[src/rtl/minutos_horas.sv]
// minutos_horas: minutes/hours counter driven by the seconds-counter carry.
//   Also handles manual time setting and emits a one-cycle day carry at 23:59 -> 00:00.
//   Outputs are registered and update at the posedge where an input rising edge is seen.
//   Optional feature macro: AUTO_REPEAT_EN. When defined, a held button in adjust mode
//   auto-repeats every REPEAT_CYCLES clocks.
// Ports:
//   clk_i      system clock
//   rst_i      synchronous active-high reset
//   inc_i      seconds carry (level); one minute per rising edge in run mode
//   alt_i      1 = adjust mode (normal counting suspended)
//   sel_i      adjust field select: 0 = minutes, 1 = hours
//   btn_up_i   increment button (already synchronised); one step per rising edge
//   minutos_o  minutes 0..59
//   horas_o    hours 0..MAX_HORAS-1
//   inc_o      day carry, one-cycle pulse
module minutos_horas #(
   parameter int MAX_HORAS     = 24,
   parameter int REPEAT_CYCLES = 25_000_000
) (
   input  logic       clk_i,
   input  logic       rst_i,
   input  logic       inc_i,
   input  logic       alt_i,
   input  logic       sel_i,
   input  logic       btn_up_i,
   output logic [5:0] minutos_o,
   output logic [4:0] horas_o,
   output logic       inc_o
);

   localparam logic [5:0] MIN_MAX = 6'd59;
   localparam logic [4:0] HOR_MAX = 5'(MAX_HORAS - 1);

   logic [5:0] min_q, min_d;
   logic [4:0] hor_q, hor_d;
   logic       day_q, day_d;
   logic       inc_prev_q;
   logic       btn_prev_q;

   logic       inc_edge;
   logic       btn_edge;
   logic       adj_step;

   assign inc_edge = inc_i & ~inc_prev_q;
   assign btn_edge = btn_up_i & ~btn_prev_q;

`ifdef AUTO_REPEAT_EN
   localparam int RW = (REPEAT_CYCLES > 1) ? $clog2(REPEAT_CYCLES) : 1;
   localparam logic [RW-1:0] REP_LAST = RW'(REPEAT_CYCLES - 1);

   logic [RW-1:0] rep_q, rep_d;
   logic          rep_fire;

   // The button edge itself gives the first step, so the edge restarts the count.
   always_comb begin
      rep_d    = '0;
      rep_fire = 1'b0;
      if (alt_i && btn_up_i && !btn_edge) begin
         if (rep_q == REP_LAST) begin
            rep_fire = 1'b1;
            rep_d    = '0;
         end else begin
            rep_d = rep_q + 1'b1;
         end
      end
   end

   always_ff @(posedge clk_i) begin
      if (rst_i) begin
         rep_q <= '0;
      end else begin
         rep_q <= rep_d;
      end
   end

   assign adj_step = btn_edge | rep_fire;
`else
   // Keeps the parameter referenced in builds without auto-repeat.
   logic [31:0] rep_cycles_unused;
   assign rep_cycles_unused = REPEAT_CYCLES;

   assign adj_step = btn_edge;
`endif

   // Next-state: run-mode carry chain, or single-field step with wrap in adjust mode.
   // ">=" compares make any forced out-of-range value wrap to 0 on the next step.
   always_comb begin
      min_d = min_q;
      hor_d = hor_q;
      day_d = 1'b0;
      if (!alt_i) begin
         if (inc_edge) begin
            if (min_q >= MIN_MAX) begin
               min_d = '0;
               if (hor_q >= HOR_MAX) begin
                  hor_d = '0;
                  day_d = 1'b1;
               end else begin
                  hor_d = hor_q + 5'd1;
               end
            end else begin
               min_d = min_q + 6'd1;
            end
         end
      end else if (adj_step) begin
         if (sel_i) begin
            hor_d = (hor_q >= HOR_MAX) ? 5'd0 : hor_q + 5'd1;
         end else begin
            min_d = (min_q >= MIN_MAX) ? 6'd0 : min_q + 6'd1;
         end
      end
   end

   // History registers reset to 1 so an input already high at release is not an edge.
   always_ff @(posedge clk_i) begin
      if (rst_i) begin
         min_q      <= '0;
         hor_q      <= '0;
         day_q      <= 1'b0;
         inc_prev_q <= 1'b1;
         btn_prev_q <= 1'b1;
      end else begin
         min_q      <= min_d;
         hor_q      <= hor_d;
         day_q      <= day_d;
         inc_prev_q <= inc_i;
         btn_prev_q <= btn_up_i;
      end
   end

   assign minutos_o = min_q;
   assign horas_o   = hor_q;
   assign inc_o     = day_q;

endmodule

[config.mk]
export PLATFORM = sky130hd
export DESIGN_NAME = minutos_horas
export DESIGN_NICKNAME = d
export VERILOG_FILES = /design/src/rtl/minutos_horas.sv
export SDC_FILE = /design/constraint.sdc
export NUM_CORES = 1
export LEC_CHECK = 0
export BUFFER_PORTS_ARGS = -buffer_cell sky130_fd_sc_hd__clkbuf_2
export CORE_MARGIN = 3
export CORE_UTILIZATION = 48
export DETAILED_ROUTE_END_ITERATION = 8
export GPL_TIMING_DRIVEN = 0
export HOLD_SLACK_MARGIN = 0.03
export PLACE_DENSITY = 0.74
export REMOVE_ABC_BUFFERS = 1
export SYNTH_ARGS = -nofsm -noshare
export SYNTH_HDL_FRONTEND = slang
export SYNTH_SLANG_ARGS = --single-unit
[constraint.sdc]
create_clock -name clk_i -period 1.6 [get_ports clk_i]
set_input_delay 0.08 -clock clk_i [delete_from_list [all_inputs] [get_ports clk_i]]
set_output_delay 0.08 -clock clk_i [all_outputs]
set_load 0.005 [all_outputs]
==> flow_metrics.env <==
export IMPL_outcome="completed"
export IMPL_layout_nets=105
export IMPL_use_met3=0.0300
export IMPL_endpoint_kind="flop"
export IMPL_gp_congestion=0.763
export IMPL_max_slew_margin_rel=0.795
export IMPL_synthSimpleGateAreaFrac=0.260
export IMPL_nFillCells=98
export IMPL_cts_root_buf="clkbuf_4"
export IMPL_drv_cap=0
export IMPL_synth_edf_count=0
export IMPL_chipWidth_um=42.4
export IMPL_cp_start_kind="flop"
export IMPL_ir_worst_vdd_mv=0.501
export IMPL_synth_compound_area_frac=0.177
export IMPL_numCtsBuffers=3
export IMPL_ys_flop_type="dfxtp_1"
export IMPL_avgRoutedWirePerCell_um=13.3
export IMPL_globalRoute_busiestLayer="met1"
export IMPL_fin_setup_tns_ns=0
export IMPL_ys_seq_elements=14
export IMPL_synth_mux_area_frac=0.0157
export IMPL_yosysWarningCount=0
export IMPL_start_util=0.543
export IMPL_io_buffers=17
export IMPL_fp_dieH_um=42.4
export IMPL_gr_total_overflow=0
export IMPL_r2r_setup_slack_ns=0.02
export IMPL_synth_cell_area_sq_um=636
export IMPL_clock_skew_final_ns=0.00208
export IMPL_grt_pass1_vias=470
export IMPL_n_antenna_cell=0
export IMPL_worst_slack_ns=0.0170
export IMPL_hold_end="horas_o[3]"
export IMPL_clkSlewWorstSetupHoldPaths_ns=0.08
export IMPL_synth_top_cell_by_area="dfxtp_1"
export IMPL_place_inst=99
export IMPL_yosysTopAreaCellShare=0.441
export IMPL_ant_nets=0
export IMPL_fin_area_sq_um=857
export IMPL_synthAdderAreaFrac=0.0394
export IMPL_synthToLayoutAreaGrowth_pct=34.8
export IMPL_fin_crit_ns=1.58
export IMPL_fin_cells=109
export IMPL_first_iter_violations=19
export IMPL_synth_top_family_by_area="simple AND/OR/NAND/NOR gates"
export IMPL_ios=18
export IMPL_die_area_sq_um=1800
export IMPL_hold_path_depth=2
export IMPL_remaining_drc_errors=0
export IMPL_syn_inst=68
export IMPL_place_area_sq_um=738
export IMPL_drt_pass1_iter_count=6
export IMPL_worstPathMaxFanout=4
export IMPL_synth_xor_xnor_area_share=0.0551
export IMPL_final_common_cell="clkbuf_2"
export IMPL_vias=610
export IMPL_p_per_area_nw_per_um2=692
export IMPL_slowest_stage="or4b_1"
export IMPL_setup_viol=0
export IMPL_grt_max_degree=11
export IMPL_vias_per_cell=5.60
export IMPL_core_area_sq_um=1170
export IMPL_cts_tree="yes"
export IMPL_drive_gt1_frac=0.400
export IMPL_async_flop_share=0
export IMPL_gr_usage_met2=0.195
export IMPL_path_cells="ha_4, o2111a_2, a21oi_4, or4b_1, a21oi_2"
export IMPL_preCtsSetupSlack_ns=-0.0562
export IMPL_ys_types=27
export IMPL_gr_usage_all_layers=0.154
export IMPL_antenna_found_initial=0
export IMPL_grtUsageMet1=0.233
export IMPL_syn_area_per_cell_sq_um=9.35
export IMPL_hold_class="primary input to flop"
export IMPL_final_cell_mix="clkbuf_2 (17), nor2_1 (11), dfxtp_1 (11)"
export IMPL_hp_start="rst_i"
export IMPL_cts_sinks=14
export IMPL_critPathKind="flop to flop"
export IMPL_worstSkewPairLatency_ns=0.28
export IMPL_row_count=12
export IMPL_grt_pass1_wl_um=2100
export IMPL_tightest_slew_ns=0.306
export IMPL_min_period_over_period=0.989
export IMPL_hpwlAfterDp_um=935
export IMPL_hold_viol=0
export IMPL_worstPathArrival_ns=1.80
export IMPL_yosysSeqAreaShare=0.441
export IMPL_p_total_mw=0.593
export IMPL_clk_path_buf_depth=2
export IMPL_synthTopCellsByArea="dfxtp_1 (44%), nor2_1 (6.5%), xor2_1 (5.5%)"
export IMPL_rr_worst_depth=5
export IMPL_slew_viol_final=0
export IMPL_cpPeakStageDelay_ns=0.55
export IMPL_r2r_start="minutos_o[1]"
export IMPL_p_leak_nw=0.367
export IMPL_finalWirelength_um=1450
export IMPL_fmax_mhz=632
export IMPL_htreeDepth=1
export IMPL_timing_rr_end="horas_o[3]"
export IMPL_cp_required_ns=1.81
[routing by layer]
metal  routed length [um]  vias up
li1                     -      305
met1                  638      266
met4                   14        0
met3                  131        2
met2                  664       37
met5                    0        -
[area by class of cell]
cell class,count,area (sq um),area share
Clock buffer,3,22.5,0.0263
Inverter,2,7.51,0.00876
Multi-Input combinational cell,52,378,0.441
Sequential cell,14,289,0.337
Tap cell,14,17.5,0.0204
Timing Repair Buffer,24,143,0.166
[cell usage after synthesis, types with 2 or more instances]
cell,instances
dfxtp_1,14
nor2_1,11
nand2_1,5
o21ai_0,5
xor2_1,4
a21oi_1,3
ha_1,2
inv_1,2
nand3_1,2
o2111ai_1,2
or2_2,2
[registers in the layout (all words and copies together), names as in the netlist]
signal,cells
btn_prev_q,1
horas_o,5
minutos_o,6
inc_o,1
inc_prev_q,1
[worst max-delay path by stage]
stage,from,to,slack (ns),cells after the start
after floorplan,minutos_o[0],horas_o[3],0.06,5
after global placement,minutos_o[0],horas_o[3],-0.05,5
after detailed placement,minutos_o[0],horas_o[3],-0.06,5
after CTS,minutos_o[0],horas_o[3],0.02,5
after global routing,minutos_o[1],horas_o[3],-0.03,5
final,minutos_o[1],horas_o[3],0.02,5
[through the flow]
step,hold WS (ns),util
2_1_floorplan,0.149,-
3_3_place_gp,0.286,0.630
3_5_place_dp,0.289,0.630
4_1_cts,0.0555,0.685
5_1_grt,0.0738,0.732
6_report,0.0656,0.732
[kinds of logic after synthesis]
family                     Yosys count
and+or+nand+nor                     29
AOI/OAI and AO/OA                   16
DFF                                 14
xor gates and xnor gates             4
buffers and inverters                2
adders and majority gates            2
muxes                                1
[power by group]
| group | switching (mW) | internal, mW | leakage (nW) |
|---|---|---|---|
| clock | 0.107 | 0.0873 | 0.0138 |
| sequential | 0.00447 | 0.351 | 0.116 |
| combinational | 0.0204 | 0.0224 | 0.238 |
| total | 0.132 | 0.461 | 0.367 |
[critical path: cells and delay by family (launching register included)]
family,cells,cell delay [ns]
AO/OA/AOI/OAI,3,0.46
flip-flops,1,0.38
adder cells (fa/ha/maj),1,0.13
AND/OR/NAND/NOR,1,0.55
[what timing repair did]
action / 4_1_cts / 5_1_grt
hold endpoints to repair: 2 / 0
endpoints found under the setup margin: 1 / 3
hold buffers: 2 / 0
resized for setup: 5 / 6
buffers inserted: 1 / 4
pin swaps: 0 / 5
Note: power is estimated with default switching activity, not from simulation.
